[src/rtl/xif_gpio_bank.sv]
// xif_gpio_bank: NUM_PORTS x PORT_WIDTH GPIO with synchronised inputs and edge interrupts on the xif bus.
// Rev 1.0
`default_nettype none

module xif_gpio_bank #(
  parameter logic [31:0] BASE_ADDR   = 32'h8000_0000,
  parameter int          NUM_PORTS   = 2,
  parameter int          PORT_WIDTH  = 32,
  parameter int          SYNC_STAGES = 2
) (
  input  logic                            clk_i,
  input  logic                            rst_n_i,
  input  logic                            xif_req_i,
  input  logic                            xif_we_i,
  input  logic [31:0]                     xif_addr_bi,
  input  logic [3:0]                      xif_be_bi,
  input  logic [31:0]                     xif_wdata_bi,
  output logic                            xif_ack_o,
  output logic                            xif_resp_o,
  output logic [31:0]                     xif_rdata_bo,
  input  logic [NUM_PORTS*PORT_WIDTH-1:0] gpio_bi,
  output logic [NUM_PORTS*PORT_WIDTH-1:0] gpio_bo,
  output logic [NUM_PORTS*PORT_WIDTH-1:0] gpio_oe_bo,
  output logic                            irq_o
);

  localparam int          BUS_W    = NUM_PORTS * PORT_WIDTH;
  localparam logic [31:0] WINDOW   = 32'(NUM_PORTS * 32);
  localparam logic [2:0]  OFF_OUT  = 3'd0;
  localparam logic [2:0]  OFF_IN   = 3'd1;
  localparam logic [2:0]  OFF_DIR  = 3'd2;
  localparam logic [2:0]  OFF_RISE = 3'd3;
  localparam logic [2:0]  OFF_FALL = 3'd4;
  localparam logic [2:0]  OFF_STAT = 3'd5;

  logic [31:0]           offset;
  logic                  hit;
  logic [2:0]            port_idx;
  logic [2:0]            word;
  logic                  wr_en;
  logic                  rd_en;
  logic [31:0]           be_mask;
  logic [PORT_WIDTH-1:0] wmask;
  logic [PORT_WIDTH-1:0] wdat;
  logic [31:0]           rd_val;
  logic [NUM_PORTS*32-1:0] rd_flat;
  logic [BUS_W-1:0]      sync_q [SYNC_STAGES];
  logic [BUS_W-1:0]      in_all;
  logic [BUS_W-1:0]      prev_q;
  logic [BUS_W-1:0]      status_all;

  // Subtraction-based decode keeps the window check independent of BASE_ADDR alignment.
  assign offset   = xif_addr_bi - BASE_ADDR;
  assign hit      = (xif_addr_bi >= BASE_ADDR) && (offset < WINDOW);
  assign port_idx = offset[7:5];
  assign word     = offset[4:2];
  assign wr_en    = xif_req_i & xif_we_i & hit;
  assign rd_en    = xif_req_i & ~xif_we_i;
  assign be_mask  = {{8{xif_be_bi[3]}}, {8{xif_be_bi[2]}}, {8{xif_be_bi[1]}}, {8{xif_be_bi[0]}}};
  assign wmask    = be_mask[PORT_WIDTH-1:0];
  assign wdat     = xif_wdata_bi[PORT_WIDTH-1:0];

  assign xif_ack_o = xif_req_i;
  assign in_all    = sync_q[SYNC_STAGES-1];
  assign irq_o     = |status_all;

  always_ff @(posedge clk_i) begin
    if (!rst_n_i) begin
      for (int s = 0; s < SYNC_STAGES; s++) sync_q[s] <= '0;
      prev_q <= '0;
    end else begin
      sync_q[0] <= gpio_bi;
      for (int s = 1; s < SYNC_STAGES; s++) sync_q[s] <= sync_q[s-1];
      prev_q <= in_all;
    end
  end

  generate
    for (genvar p = 0; p < NUM_PORTS; p++) begin : g_port
      logic                  sel;
      logic [PORT_WIDTH-1:0] out_q;
      logic [PORT_WIDTH-1:0] dir_q;
      logic [PORT_WIDTH-1:0] rise_en_q;
      logic [PORT_WIDTH-1:0] fall_en_q;
      logic [PORT_WIDTH-1:0] status_q;
      logic [PORT_WIDTH-1:0] pin_in;
      logic [PORT_WIDTH-1:0] pin_prev;
      logic [PORT_WIDTH-1:0] event_set;
      logic [PORT_WIDTH-1:0] clr;
      logic [31:0]           rd_word;

      assign sel       = wr_en && (port_idx == 3'(p));
      assign pin_in    = in_all[p*PORT_WIDTH +: PORT_WIDTH];
      assign pin_prev  = prev_q[p*PORT_WIDTH +: PORT_WIDTH];
      assign event_set = (pin_in & ~pin_prev & rise_en_q) | (~pin_in & pin_prev & fall_en_q);
      assign clr       = (sel && word == OFF_STAT) ? (wdat & wmask) : '0;

      always_ff @(posedge clk_i) begin
        if (!rst_n_i) begin
          out_q     <= '0;
          dir_q     <= '0;
          rise_en_q <= '0;
          fall_en_q <= '0;
          status_q  <= '0;
        end else begin
          if (sel && word == OFF_OUT)  out_q     <= (out_q & ~wmask) | (wdat & wmask);
          if (sel && word == OFF_DIR)  dir_q     <= (dir_q & ~wmask) | (wdat & wmask);
          if (sel && word == OFF_RISE) rise_en_q <= (rise_en_q & ~wmask) | (wdat & wmask);
          if (sel && word == OFF_FALL) fall_en_q <= (fall_en_q & ~wmask) | (wdat & wmask);
          // A new edge event takes priority over a simultaneous W1C.
          status_q <= (status_q & ~clr) | event_set;
        end
      end

      always_comb begin
        rd_word = '0;
        case (word)
          OFF_OUT:  rd_word[PORT_WIDTH-1:0] = out_q;
          OFF_IN:   rd_word[PORT_WIDTH-1:0] = pin_in;
          OFF_DIR:  rd_word[PORT_WIDTH-1:0] = dir_q;
          OFF_RISE: rd_word[PORT_WIDTH-1:0] = rise_en_q;
          OFF_FALL: rd_word[PORT_WIDTH-1:0] = fall_en_q;
          OFF_STAT: rd_word[PORT_WIDTH-1:0] = status_q;
          default:  rd_word = '0;
        endcase
      end

      assign rd_flat[p*32 +: 32]                   = rd_word;
      assign gpio_bo[p*PORT_WIDTH +: PORT_WIDTH]    = out_q;
      assign gpio_oe_bo[p*PORT_WIDTH +: PORT_WIDTH] = dir_q;
      assign status_all[p*PORT_WIDTH +: PORT_WIDTH] = status_q;
    end
  endgenerate

  always_comb begin
    rd_val = '0;
    for (int p = 0; p < NUM_PORTS; p++) begin
      if (hit && port_idx == 3'(p)) rd_val = rd_flat[p*32 +: 32];
    end
  end

  always_ff @(posedge clk_i) begin
    if (!rst_n_i) begin
      xif_resp_o   <= 1'b0;
      xif_rdata_bo <= '0;
    end else begin
      xif_resp_o   <= rd_en;
      xif_rdata_bo <= rd_en ? rd_val : '0;
    end
  end

endmodule

`default_nettype wire
[config.mk]
export PLATFORM = sky130hd
export DESIGN_NAME = xif_gpio_bank
export DESIGN_NICKNAME = d
export VERILOG_FILES = /design/src/rtl/xif_gpio_bank.sv
export SDC_FILE = /design/constraint.sdc
export NUM_CORES = 1
export LEC_CHECK = 0
export CORE_ASPECT_RATIO = 1.1
export CORE_MARGIN = 8
export CORE_UTILIZATION = 51
export CTS_BUF_LIST = sky130_fd_sc_hd__clkbuf_4 sky130_fd_sc_hd__clkbuf_8
export DETAILED_ROUTE_END_ITERATION = 16
export PLACE_DENSITY = 0.75
export RECOVER_POWER = 50
export SLEW_MARGIN = 10
export SYNTH_ARGS = -nofsm -noshare
export SYNTH_HDL_FRONTEND = slang
export SYNTH_SLANG_ARGS = --single-unit
[constraint.sdc]
create_clock -name clk_i -period 4 [get_ports clk_i]
set_clock_uncertainty 0.1 [all_clocks]
set_input_delay 0.8 -clock clk_i [delete_from_list [all_inputs] [get_ports clk_i]]
set_output_delay 0.8 -clock clk_i [all_outputs]
set_load 0.005 [all_outputs]
=== Word level (Yosys, flattened, before mapping) ===
Memory sizes are Yosys's and may differ from the RTL's.
Index checks and enable logic that the tools add are counted.

* Bits in registers: 417
* RAM bits: 128
* Logic and storage cells: 96
* Bits of input ports: 136
* Output and inout port bits: 163
* Memories kept: 1

* Bitwise operators: 44
* Equal/unequal tests: 6
* Add/sub/neg operators: 1
* Multiplexer cells: 10
* $lt $le $gt $ge: 2
* Reduce and logical (&&, ||, !) cells: 19

{| class="wikitable"
|+ Memories
! memory !! depth !! bits a word !! rd ports !! clocked after Yosys merged registers in !! wr ports !! RTL line !! RTL
|-
| sync_q || 2 || 64 || 2 || 0 || 2 || 47 || <nowiki>logic [BUS_W-1:0] sync_q [SYNC_STAGES];</nowiki>
|}

{| class="wikitable"
|+ Operators by type and width
! operator !! count
|-
| 32-bit AND || 19
|-
| 32-bit bitwise OR || 12
|-
| 32-bit one-hot mux with 6 select lines || 2
|-
| 32-bit inverter || 7
|-
| 32-bit 2-to-1 mux || 4
|-
| 64-bit 2-to-1 mux || 2
|-
| 64-bit OR reduction || 1
|-
| 32-bit >= comparator (second input constant) || 1
|-
| 32-bit by 7-bit < comparator with 1-bit output (second input constant) || 1
|-
| 32-bit subtractor (second input constant) || 1
|-
| 1-bit logical AND || 15
|-
| 3-bit by 1-bit == test with 1-bit output (second input constant) || 2
|-
| 3-bit by 2-bit == test with 1-bit output (second input constant) || 2
|-
| 3-bit == test (second input constant) || 2
|-
| 3-bit zero test || 2
|-
| 1-bit AND || 3
|-
| 1-bit 2-to-1 mux || 2
|-
| 1-bit bitwise OR || 2
|-
| 2-bit AND reduction || 1
|-
| 1-bit inverter || 1
|}

=== Longest topological paths before layout ===
Gate-level depths: netlist of the first run.

* Word-level depth: 10
* Mapped depth: 8
* Mapped depth without buffers: 5

=== Worst setup path before layout of the first run ===
No wires, ideal clock.

* Path type: input to register
* From: input port xif_addr_bi[29]
* To: register with a tool-made name
* Slack: 1,450 ps
* Stages on the path: 5
* Buffers on the path: 0
* Required time: 3,827 ps
* Data arrival time: 2,378 ps
* Cell sequence: nor4_4 and3_1 nand3_4 nor2_8 mux2i_1

{| class="wikitable"
|+ RTL lines
! item !! RTL line !! RTL
|-
| start: declaration || 15 || <nowiki>input logic [31:0] xif_addr_bi,</nowiki>
|}

=== Worst setup path in the final report of the first run ===
* From: register g_port[1].status_q[2]
* To: output port irq_o

* Word-level cells in the longest chain between the ends: 1

{| class="wikitable"
|+ Ends and longest elaborated chain
! item !! RTL line !! RTL
|-
| start: declaration || 85 || <nowiki>logic [PORT_WIDTH-1:0] status_q;</nowiki>
|-
| start signal: assignment || 111 || <nowiki>status_q <= (status_q & ~clr) | event_set;</nowiki>
|-
| 64-bit OR reduction || 65 || <nowiki>assign irq_o = |status_all;</nowiki>
|-
| end: declaration || 24 || <nowiki>output logic irq_o</nowiki>
|}

Every way passes these cells.

==> reports/results.txt, run 1 <==
Placeable Area: 43400 µm²
Post-Synth Adder-Cell Area: 0%
WS Path Type: flop to output pin
Worst Tran Pin Value: 1.92 ns
Synth area leaders: dfxtp_1, mux2i_1, nand2_1
Mapped Avg Cell Area: 9.80 µm²
area of the die: 51000 µm²
area leader, netlist: dfxtp_1
CP delay by family, top: simple AND/OR/NAND/NOR gates
total CTS buffers: 85
Congestion Overflow GR: 0
largest net degree at the start of global routing: 112
Tmin final: 3.78 ns
status: finished with violations
Initial Utilization: 51.7%
CTS sink count: 545
HP Class: flop to flop
CTS tree: built
final hold vios: 0
CP Buf/Inv Count: 1
Nets: 2756
slowest CP cell: or4_1
Antenna Nets Post-Route: 0
CP endpoint kind: output pin
Clock Path Buffers: 3
top cell type's share of synthesized area: 48.6%
Peak VDD IR: 0.234 mV
Max stage delay on crit path: 0.61 ns
area of the multi-input gates: 11000 µm²
CP Data Arrival Time: 2.88 ns
final WL: 73100 µm
MaxCap Viol Count: 3
largest family of logic cells by synthesized area: simple AND/OR/NAND/NOR gates
Post-Syn Instances: 2290
Tot Pwr: 11200 µW
unrepaired setup endpoints after global routing: no
Leak: 0.0108 µW
Final Instance Area: 28000 µm²
#FFs+latches synth: 545
Worst Setup Start Kind: flop
simple-gate share of the synthesized area: 19.2%
gpl congestion: 0.904
HPWL Detailed: 50000 µm
syn_nets: 2426
die height: 236 µm
Netlist cell types: 47
first-pass GRT wire length: 112000 µm
CP Cell Sequence: nor4_1 > nand4_1 > or4_1 > clkdlybuf4s50_1
xor/xnor share of the synthesized area: 0%
top_reg_cell synth: dfxtp_1
mux contribution to synthesized area: 17.6%
Final Util: 64.5%
Overall Global Routing Usage: 27.7%
H-tree depth: 3
CTS root buffer: clkbuf_8
# Post-CTS Setup Buffers: 0
Post-synth ARST share: 0%
clock latency on the worst-skew pair: 0.67 ns
FMAX: 264 MHz
Post-synth EDFFs: 0
DRC Markers: 0
Pins Over Slew Limit: 255
Port Buf Inserts: 296
Rows: 80
failing checks: max-capacitance violations, max-slew violations
register area share after synthesis: 48.6%
# fillers: 3598
initial antenna violation count: 4
drt wl/cell: 22.4 µm
fin crit share: 94.6%
Reg clk slew, reported paths: 0.06 ns
Area Overhead vs Synth: 24.8%
slew margin rel.: -28.1%
Synth Area in Compound Gates: 12.2%
power per cell area: 400 nW/µm²
Final setup viols: 0
router iterations before antenna repair: 8
mapped cell area: 22400 µm²
share of cells above drive strength 1: 11.4%
setup_tns: 0 ns
Post-DP Area: 26200 µm²
drt first-iter violations: 1597
CTS resizes: 1
Synth warnings: 0
vias in the first global route: 19262
num ports: 299
hold buffers post-CTS: 0
Critical Path Fanout Max: 3
Req. time, crit path: 3.10 ns
detailed-route vias per instance: 5.82
Vias: 18996
die width: 216 µm
Register Area: 10900 µm²
[kinds of logic after synthesis]
logic type / count (synthesis)
and+or+nand+nor: 811
DFF: 545
AOI/OAI and AO/OA: 442
muxes: 367
buffers and inverters: 125
[power breakdown]
part	switching, µW	internal (µW)
Clock	2180	2860
Sequential	50.6	5510
Combinational	356	243
Total	2590	8610
[worst paths after layout]
kind	start	to	slack (ns)	depth (start not counted)
worst max register to register	g_port[0].status_q[19]	xif_rdata_bo[19]	2.40	3
worst max-delay path	g_port[1].status_q[2]	irq_o	0.22	4
worst min register to register	sync_q[0][33]	sync_q[0][97]	0.32	1
worst min-delay path	sync_q[0][33]	sync_q[0][97]	0.32	1
[final cells by class]
class / instances / area share [%]
diodes: 5 / 0.0447
clock buffers: 139 / 6.18
clock inverters: 12 / 0.438
inverters: 2 / 0.0268
multi-input cells: 1620 / 39.4
flip-flops and latches: 545 / 39.0
well taps: 574 / 2.56
repair buffers: 366 / 12.4
[cells in the mapped netlist (5+ instances only)]
cell type / n
a31oi_1: 70
nor2_8: 16
o211ai_1: 6
o211a_1: 6
nand2_1: 382
nor2_1: 64
and2_1: 195
a221oi_1: 12
nand4_1: 6
a211oi_1: 6
a21oi_1: 56
nor3_1: 7
o22ai_1: 5
mux2_2: 28
a22oi_1: 31
o21a_1: 64
o221ai_1: 10
nor2b_1: 6
buf_2: 22
and3_1: 7
dfxtp_1: 545
mux4_2: 20
clkbuf_1: 94
nor2_2: 16
nor4_1: 20
nand3_1: 13
nand3b_1: 64
mux2i_1: 319
o21ai_0: 161
[cell usage in the layout, fill, tap and decap left out, types with 19 or more instances in the layout]
| cell type | instances |
|---|---|
| mux4_2 | 20 |
| a22oi_1 | 31 |
| clkbuf_8 | 110 |
| a31oi_1 | 70 |
| nand3b_1 | 64 |
| mux2_2 | 28 |
| and2_0 | 61 |
| clkbuf_4 | 29 |
| o21a_1 | 64 |
| o21ai_0 | 161 |
| buf_4 | 57 |
| nand2_1 | 382 |
| nor4_1 | 19 |
| dlygate4sd3_1 | 157 |
| dfxtp_1 | 545 |
| a21oi_1 | 56 |
| mux2i_1 | 319 |
| clkdlybuf4s50_1 | 134 |
| nor2_1 | 63 |
| and2_1 | 134 |
[metrics by stage]
stage / setup WS, ns / hold WS, ns / std cells
2_1_floorplan: 1.45 / 0.312 / 2290
3_3_place_gp: 0.519 / 0.314 / 3107
3_5_place_dp: 0.504 / 0.318 / 3107
4_1_cts: 0.146 / 0.317 / 3258
5_1_grt: 0.0947 / 0.336 / 3261
6_report: 0.217 / 0.316 / 3263
[per-layer routing]
layer  vias up  global-route usage [%]  part of all wire, %
met4         0                    15.0                  4.5
met1      9178                    32.6                   39
met3       203                    7.16                  8.9
met2       852                    45.7                   48
li1       8763                       -                    -
met5         -                       0                    0
Power figures use the tool's default switching activity.
==> run 2: changes to the inputs <==
--- a/config.mk
+++ b/config.mk
@@ -5,14 +5,17 @@
 export SDC_FILE = /design/constraint.sdc
 export NUM_CORES = 1
 export LEC_CHECK = 0
+export CAP_MARGIN = 20
 export CORE_ASPECT_RATIO = 1.1
 export CORE_MARGIN = 8
 export CORE_UTILIZATION = 51
 export CTS_BUF_LIST = sky130_fd_sc_hd__clkbuf_4 sky130_fd_sc_hd__clkbuf_8
 export DETAILED_ROUTE_END_ITERATION = 16
+export GPL_TIMING_DRIVEN = 0
 export PLACE_DENSITY = 0.75
 export RECOVER_POWER = 50
 export SLEW_MARGIN = 10
 export SYNTH_ARGS = -nofsm -noshare
 export SYNTH_HDL_FRONTEND = slang
 export SYNTH_SLANG_ARGS = --single-unit
+export TNS_END_PERCENT = 50
==> reports/results.txt, run 2 (synthesized netlist as in run 1, its figures left out) <==
final WL: 99800 µm (was 73100 µm)
clock network power share: 45.3% (was 45.0%)
first-pass GRT wire length: 141000 µm (was 112000 µm)
final non-filler cell total: 3321 (was 3263)
Tmin final: 4.17 ns (was 3.78 ns)
HP Class: flop to flop (unchanged)
power per cell area: 414 nW/µm² (was 400 nW/µm²)
detailed-route vias per instance: 6.40 (was 5.82)
Antenna Nets Post-Route: 0 (unchanged)
Final setup viols: 16 (was 0)
Worst Tran Pin Value: 1.28 ns (was 1.92 ns)
MaxCap Viol Count: 0 (was 3)
worst reg2reg setup slack: 2.37 ns (was 2.40 ns)
fin crit share: 104% (was 94.6%)
commonest non-fill, non-tap cell in the layout: dfxtp_1 (unchanged)
DP Cell Count: 3163 (was 3107)
Tot Pwr: 11600 µW (was 11200 µW)
H-tree depth: 3 (unchanged)
unrepaired setup endpoints after global routing: no (unchanged)
Rows: 80 (unchanged)
die height: 236 µm (unchanged)
final hold vios: 0 (unchanged)
slew margin rel.: 14.8% (was -28.1%)
drt wl/cell: 30.1 µm (was 22.4 µm)
DRC Markers: 0 (unchanged)
HPWL Detailed: 68400 µm (was 50000 µm)
Worst Setup Start Kind: input pin (was flop)
CTS sink count: 545 (unchanged)
Combinational Power Share: 6.9% (was 5.3%)
Initial Utilization: 51.7% (unchanged)
largest net degree at the start of global routing: 12 (was 112)
Area Overhead vs Synth: 25.4% (was 24.8%)
Vias: 21267 (was 18996)
Clock Path Buffers: 3 (unchanged)
CTS root buffer: clkbuf_8 (unchanged)
Pins Over Slew Limit: 0 (was 255)
hold slack: 0.308 ns (was 0.316 ns)
most frequent cells in the layout: dfxtp_1, nand2_1, mux2i_1, o21ai_0, dlygate4sd3_1 (unchanged)
Int Power: 8720 µW (was 8610 µW)
CP endpoint kind: flop (was output pin)
Port Buf Inserts: 294 (was 296)
Flop pwr share: 47.8% (was 49.6%)
Reg clk slew, reported paths: 0.06 ns (about the same)
num ports: 299 (unchanged)
setup_tns: -1.32 ns (was 0 ns)
Placeable Area: 43400 µm² (unchanged)
Critical Path Fanout Max: 10 (was 3)
fraction of power spent switching nets: 25.1% (was 23.1%)
CP Data Arrival Time: 4.63 ns (was 2.88 ns)
Overall Global Routing Usage: 37.5% (was 27.7%)
Nets: 2817 (was 2756)
Peak VDD IR: 0.272 mV (was 0.234 mV)
Worst Slack Setup Final: -0.171 ns (was 0.217 ns)
vias in the first global route: 20583 (was 19262)
sw power: 2920 µW (was 2590 µW)
failing checks: negative setup slack (was max-capacitance violations, max-slew violations)
CTS tree: built (unchanged)
Congestion Overflow GR: 0 (unchanged)
Req. time, crit path: 4.46 ns (was 3.10 ns)
total CTS buffers: 86 (was 85)
drt first-iter violations: 3291 (was 1597)
WS Path Type: input pin to flop (was flop to output pin)
die width: 216 µm (unchanged)
clock latency on the worst-skew pair: 0.71 ns (was 0.67 ns)
status: finished with violations (unchanged)
Final Util: 64.8% (was 64.5%)
area of the die: 51000 µm² (unchanged)
initial antenna violation count: 4 (unchanged)
router iterations before antenna repair: 8 (unchanged)
FMAX: 240 MHz (was 264 MHz)
Leak: 0.0108 µW (about the same)
share of cells above drive strength 1: 9.92% (was 11.4%)
gpl congestion: 0.976 (was 0.904)
-- run 2: worst paths after layout --
check	cells after the start	end	startpoint
min	1	sync_q[0][104]	sync_q[0][40]
max reg2reg	3	xif_rdata_bo[19]	g_port[0].status_q[19]
min reg2reg	1	sync_q[0][104]	sync_q[0][40]
max	7	xif_rdata_bo[21]	xif_addr_bi[4]
-- run 2: through the flow --
stage | instance area [µm²] | setup slack [ns]
after floorplan | 22400 | 1.45
after global placement | 26100 | -0.807
after detailed placement | 26200 | -0.650
after CTS | 28100 | 0.0682
after global routing | 28100 | 0.00802
final | 28100 | -0.171
-- run 2: per-layer routing --
| metal | vias up | track usage, % | wire (µm) |
|---|---|---|---|
| li1 | 8880 | - | - |
| met1 | 10233 | 45.2 | 36500 |
| met2 | 1685 | 57.0 | 43200 |
| met3 | 467 | 11.6 | 12800 |
| met4 | 2 | 25.2 | 7350 |
| met5 | - | 0 | 13 |
-- run 2: power groups by stage --
| stage | sequential (µW) | combinational [µW] | clock (µW) |
|---|---|---|---|
| after floorplan | 5650 | 302 | 0 |
| after global placement | 5670 | 746 | 0 |
| after detailed placement | 5680 | 758 | 0 |
| after CTS | 5560 | 760 | 5250 |
| after global routing | 5560 | 800 | 5500 |
| final | 5560 | 806 | 5270 |
-- run 2: final cells by class --
cell class | instances | area [µm²]
fillers | 3589 | 15300
multi-input cells | 1620 | 11000
flip-flops and latches | 545 | 10900
repair buffers | 303 | 3050
clock buffers | 129 | 1660
well taps | 574 | 718
plain buffers | 123 | 504
clock inverters | 19 | 233
diodes | 6 | 15.0
inverters | 2 | 7.51
-- run 2: worst max-delay path: stages --
cell             delay (ns)
clkdlybuf4s50_1        0.57
buf_2                  0.60
buf_2                  0.54
buf_2                  0.58
buf_1                  0.95
o21ai_0                0.24
o211a_1                0.32
-- run 2: what timing repair did --
item / 4_1_cts / 5_1_grt
gates resized for setup: 3 / 0
hold endpoints to repair: 0 / 0
endpoints found under the setup margin: 1 / 0
buffers inserted: 0 / 0
hold buffers: 0 / 0
==> RTL change 1: new RTL, settings of run 1 <==
The parameter `NUM_PORTS` goes from 2 to 1.
--- a/src/rtl/xif_gpio_bank.sv
+++ b/src/rtl/xif_gpio_bank.sv
@@ -4,7 +4,7 @@
 
 module xif_gpio_bank #(
   parameter logic [31:0] BASE_ADDR   = 32'h8000_0000,
-  parameter int          NUM_PORTS   = 2,
+  parameter int          NUM_PORTS   = 1,
   parameter int          PORT_WIDTH  = 32,
   parameter int          SYNC_STAGES = 2
 ) (
Ports: changed (resized gpio_bi, gpio_bo and gpio_oe_bo); port bits go from 299 to 203. No check against the original RTL was run, so the function may have changed too.
==> RTL change 1 against run 1 <==
- the flow still finishes with violations (capacitance limit, slew limit)
- routed wire length shrank 56%
- sequential power is 47% lower
- sequential cell count shrank 256
- via count fell by 50%
- final cell count fell by 48%
- worst setup slack better by 0.28 ns
- worst hold slack better by 0.0094 ns
- final area down 48%
- sequential share of layout area rose by 1.1 points
- critical path depth up 2
- combinational power down 53%
- largest power group unchanged
- total power shrank 49%
- largest cell class is now registers
- synthesized cell count down 49%
- area after synthesis decreased by 50%
==> RTL change 1: results (changes against run 1) <==
initial antenna violation count 0 (-4); power per cell area 397 mW/mm^2 (-0.68%); sequential-to-total area share from yosys stat 51.6% (+3.0 points); status complete, but fails checks; IO buf count 200 (-32%); CTS clk-pin slew, worst paths 0.06 ns (about the same); Worst EP arrival 3.87 ns (+0.99 ns); wire per inst 19.2 um (-14%); GPL Wtd Cong 0.829 (-8.3%); largest net degree at the start of global routing 135 (+21%); Critical Path Slowest Stage Cell nor3_4; failing checks capacitance limit, slew limit; top cells by count, synth dfxtp_1, nand2_1, mux2i_1; Final nets 1462 (-47%); Max clock buf depth 3 (unchanged); # Post-CTS Setup Buffers 0 (unchanged); P_seq 2.94 mW (-47%); placed inst area 0.0135 mm^2 (-48%); first-pass GRT wire length 49.7 mm (-56%); Worst path top cell family by delay simple AND/OR/NAND/NOR gates; 1st-pass router iterations 5 (-3); Syn Nets 1261 (-48%); routed vias 9428 (-50%); share of layout cells above drive strength 1 9.80% (-1.6 points); IR drop worst, VDD 0.284 mV (+21%); YS warnings 0 (unchanged); Hold Crit Class flip-flop to flip-flop; Overall Global Routing Usage 23.3% (-4.4 points); asr flop ratio synth 0% (unchanged); # H-tree levels 2 (-1); Final Max Slew Viols 281 (+10%); Critical Path Max Stage Delay 0.97 ns (+0.36 ns); Antenna Cells 0 (-5); clock network power 2.51 mW (-50%); Internal 4.48 mW (-48%); drt first-iter violations 598 (-63%); HPWL Detailed 21.1 mm (-58%); FILL cells 1791 (-50%); max-cap viol count 3 (unchanged); vias in the first global route 9334 (-52%); Synth area leaders dfxtp_1, mux2i_1, nand2_1; Clock Tree Root clkbuf_8; Initial Util 51.4% (-0.27 points); Clk Latency, worst-skew pair 0.55 ns (-0.12 ns); Setup TNS 0 ns (unchanged); unique cell type count in the Yosys netlist 29 (-38%); CTS resizes 0 (-1); Slew Limit Headroom -58.1% (-30 points); cts bufs inserted 46 (-46%); CP Max Fanout 49 (+46); P_leak 5.35 nW (-51%)
-- RTL change 1: cell count changes after synthesis, sizes merged, moves of 65 or more --
cell and change:
dfxtp -256, mux2i -191, nand2 -155, and2 -98
o21ai -97, a22oi +65
-- RTL change 1: layer usage --
layer  up-vias  routed length, um  track usage, %
met2       354              15400            38.9
met3        64               2540            5.58
met5         -                  0               0
met4         0                718            8.04
li1       4502                  -               -
met1      4508              13600            29.1
-- RTL change 1: stage by stage --
stage          utilization, %  worst slack [ns]  instances
6_report                 66.1             0.498       1683
5_1_grt                  66.1             0.318       1683
4_1_cts                  66.2             0.587       1683
3_5_place_dp             62.0             0.727       1605
3_3_place_gp             62.0             0.726       1605
2_1_floorplan               -              1.54       1157
-- RTL change 1: cell type report --
type | instances | area share (%)
Clock buffer | 76 | 6.34
Clock inverter | 2 | 0.0693
Multi-Input combinational cell | 794 | 35.6
Sequential cell | 289 | 40.1
Tap cell | 295 | 2.56
Timing Repair Buffer | 227 | 15.4
-- RTL change 1: logic make-up (layout without fill, tap and decap cells) --
logic type	after synthesis	count (layout)	synth area share [%]
buffers and inverters	74	305	2.82
AOI/OAI and AO/OA	192	192	11.1
muxes	128	128	11.4
and+or+nand+nor	474	474	23.1
DFF	289	289	51.6
-- RTL change 1: final timing paths --
kind	slack [ns]	end	startpoint	cells past startpoint
worst max-delay path	0.50	flip-flop	xif_addr_bi[19]	6
worst max register to register	2.76	g_port[0].status_q[18]$_SDFF_PN0_	sync_q[0][50]$_SDFF_PN0_	4
worst min register to register	0.33	sync_q[0][63]$_SDFF_PN0_	sync_q[0][31]$_SDFF_PN0_	1
worst min-delay path	0.33	sync_q[0][63]$_SDFF_PN0_	sync_q[0][31]$_SDFF_PN0_	1
==> RTL change 2: new RTL, settings of run 1 <==
Without the edit above. Put a register stage on the output `irq_o`, with the module's reset. The value now appears one clock later. The other outputs are not delayed to match.
--- a/src/rtl/xif_gpio_bank.sv
+++ b/src/rtl/xif_gpio_bank.sv
@@ -62,7 +62,13 @@
 
   assign xif_ack_o = xif_req_i;
   assign in_all    = sync_q[SYNC_STAGES-1];
-  assign irq_o     = |status_all;
+  always_ff @(posedge clk_i) begin
+    if (!rst_n_i) begin
+      irq_o <= '0;
+    end else begin
+      irq_o <= |status_all;
+    end
+  end
 
   always_ff @(posedge clk_i) begin
     if (!rst_n_i) begin
Check against the original RTL: not equivalent (a bounded check fails within 4 cycles, from zero or initial values and one cycle with rst_n_i low).
==> RTL change 2 against run 1 <==
- the run still ends with capacitance limit, slew limit left
- die area is 0.67% higher
- clock power hardly changed
- utilization is 0.30 points lower
- worst setup slack better by 0.87 ns
- first-iteration DRC count is 7.1% higher
- routed wire length hardly changed
- global-route usage is 0.086 points lower
- non-clock buffer count is 10 higher
- final area is 1.0% higher
- sequential cell count is 1 higher
- area after synthesis is 0.72% higher
- total power is 0.19% higher
- highest routed layer unchanged
==> RTL change 2: results (changes against run 1) <==
status complete, but fails checks; failing checks capacitance limit, slew limit; GRT met3 Usage 6.14% (-1.0 points); mux contribution to synthesized area 17.3% (-0.34 points); placed inst area 0.0264 mm^2 (+0.84%); Final nets 2748 (-0.29%); unique cell type count in the Yosys netlist 62 (+32%); Synth Area in Compound Gates 10.6% (-1.7 points); dpl cells 3106 (-0.032%); Critical Path Max Stage Delay 0.60 ns; GPL Wtd Cong 0.899 (-0.53%); share of layout cells above drive strength 1 13.4% (+2.0 points); cts bufs inserted 85 (unchanged); top cells by count, synth dfxtp_1, nand2_1, mux2i_1; drt first-iter violations 1710 (+7.1%); max-cap viol count 3 (unchanged); worst r2r path cells 3 (unchanged); 1st-pass router iterations 5 (-3); Hold Crit Class flip-flop to flip-flop; Slew Limit Headroom -8.10% (+20 points); Vias/cell 5.79 (-0.61%); IR drop worst, VDD 0.221 mV (-5.7%); initial antenna violation count 3 (-1); Mapped Cells 2288 (-0.087%); first-pass GRT wire length 111 mm (-0.18%); P_leak 11.1 nW (+2.1%); R2R setup slack 1.89 ns (-0.51 ns); Synth area leaders dfxtp_1, mux2i_1, nand2_1; Reg-to-Reg End irq_o$_SDFF_PN0_; sequential-to-total area share from yosys stat 48.4% (-0.26 points); Synth Flop Type dfxtp_1; vias in the first global route 19198 (-0.33%); pre-CTS WS 0.440 ns (-0.0643 ns); Final Hold Slack 0.330 ns (+0.0133 ns); Net Sw Power 2.60 mW (+0.68%); FILL cells 3569 (-0.81%); Worst path top cell family by delay simple AND/OR/NAND/NOR gates; wire per inst 22.4 um (about the same); grt met2 use 44.4% (-1.3 points); Layout Cells excl Fill 3263 (unchanged); reg-to-reg critical path startpoint g_port[1].status_q[24]$_SDFF_PN0_; Worst EP arrival 3.32 ns (+0.44 ns); Critical Path Slowest Stage Cell nor4b_2; Overall Global Routing Usage 27.6% (-0.086 points); Syn Nets 2424 (-0.082%); CTS resizes 0 (-1); HPWL Detailed 48.8 mm (-2.4%); busiest grt layer met2; grt met1 use 33.7% (+1.1 points); fraction of the mapped netlist area in adder cells 0% (unchanged); Post-Synth XOR/XNOR Area 0% (unchanged); HP Start sync_q[0][1]$_SDFF_PN0_; largest net degree at the start of global routing 218 (+95%); Clk Latency, worst-skew pair 0.65 ns (-0.02 ns); YS warnings 0 (unchanged); CP Max Fanout 36 (+33); Final Max Slew Viols 187 (-27%); Endpoint, Worst Hold sync_q[0][65]$_SDFF_PN0_
## RTL change 2: area by class of cell
type                    count  area, um^2  share of cell area, %
clock inverters            15         111                  0.394
inverters                  35         131                  0.464
diodes                      4        10.0                 0.0354
repair buffers            376        3630                   12.8
well taps                 581         727                   2.57
clock buffers             138        1760                   6.20
multi-input cells        1568       11000                   38.9
flip-flops and latches    546       10900                   38.6
## RTL change 2: worst register-to-register path, delay by kind of cell, from the launching register on
kind               cells  cell delay (ns)
AOI/OAI and AO/OA      1             0.38
DFF                    1             0.34
and+or+nand+nor        2             1.20
## RTL change 2: power by group through the flow
stage / Clock, mW / Combinational (mW) / Sequential, mW
finish: 5.03 / 0.626 / 5.56
global route: 5.35 / 0.662 / 5.56
CTS: 5.09 / 0.621 / 5.56
detailed placement: 0 / 0.619 / 5.68
global placement: 0 / 0.611 / 5.67
floorplan: 0 / 0.323 / 5.66
## RTL change 2: cells by family after synthesis
logic type,Yosys count
AO/OA/AOI/OAI,381
buffers and inverters,174
flip-flops,546
multiplexers,359
AND/OR/NAND/NOR,828
## RTL change 2: metal layers
layer  part of all wire [%]  vias to the layer above
met3                    9.2                      234
li1                       -                     8750
met5                      0                        -
met1                     39                     8956
met4                    5.7                        0
met2                     46                      941
## RTL change 2: how the worst max path moves through the flow
stage / from / to / cells past startpoint
floorplan: xif_addr_bi[14] / flip-flop / 4
global placement: xif_addr_bi[18] / g_port[1].status_q[10]$_SDFF_PN0_ / 7
detailed placement: xif_addr_bi[20] / g_port[1].status_q[12]$_SDFF_PN0_ / 7
CTS: xif_addr_bi[20] / g_port[0].status_q[18]$_SDFF_PN0_ / 7
global route: xif_addr_bi[20] / g_port[0].status_q[18]$_SDFF_PN0_ / 7
finish: xif_addr_bi[20] / g_port[0].status_q[18]$_SDFF_PN0_ / 7
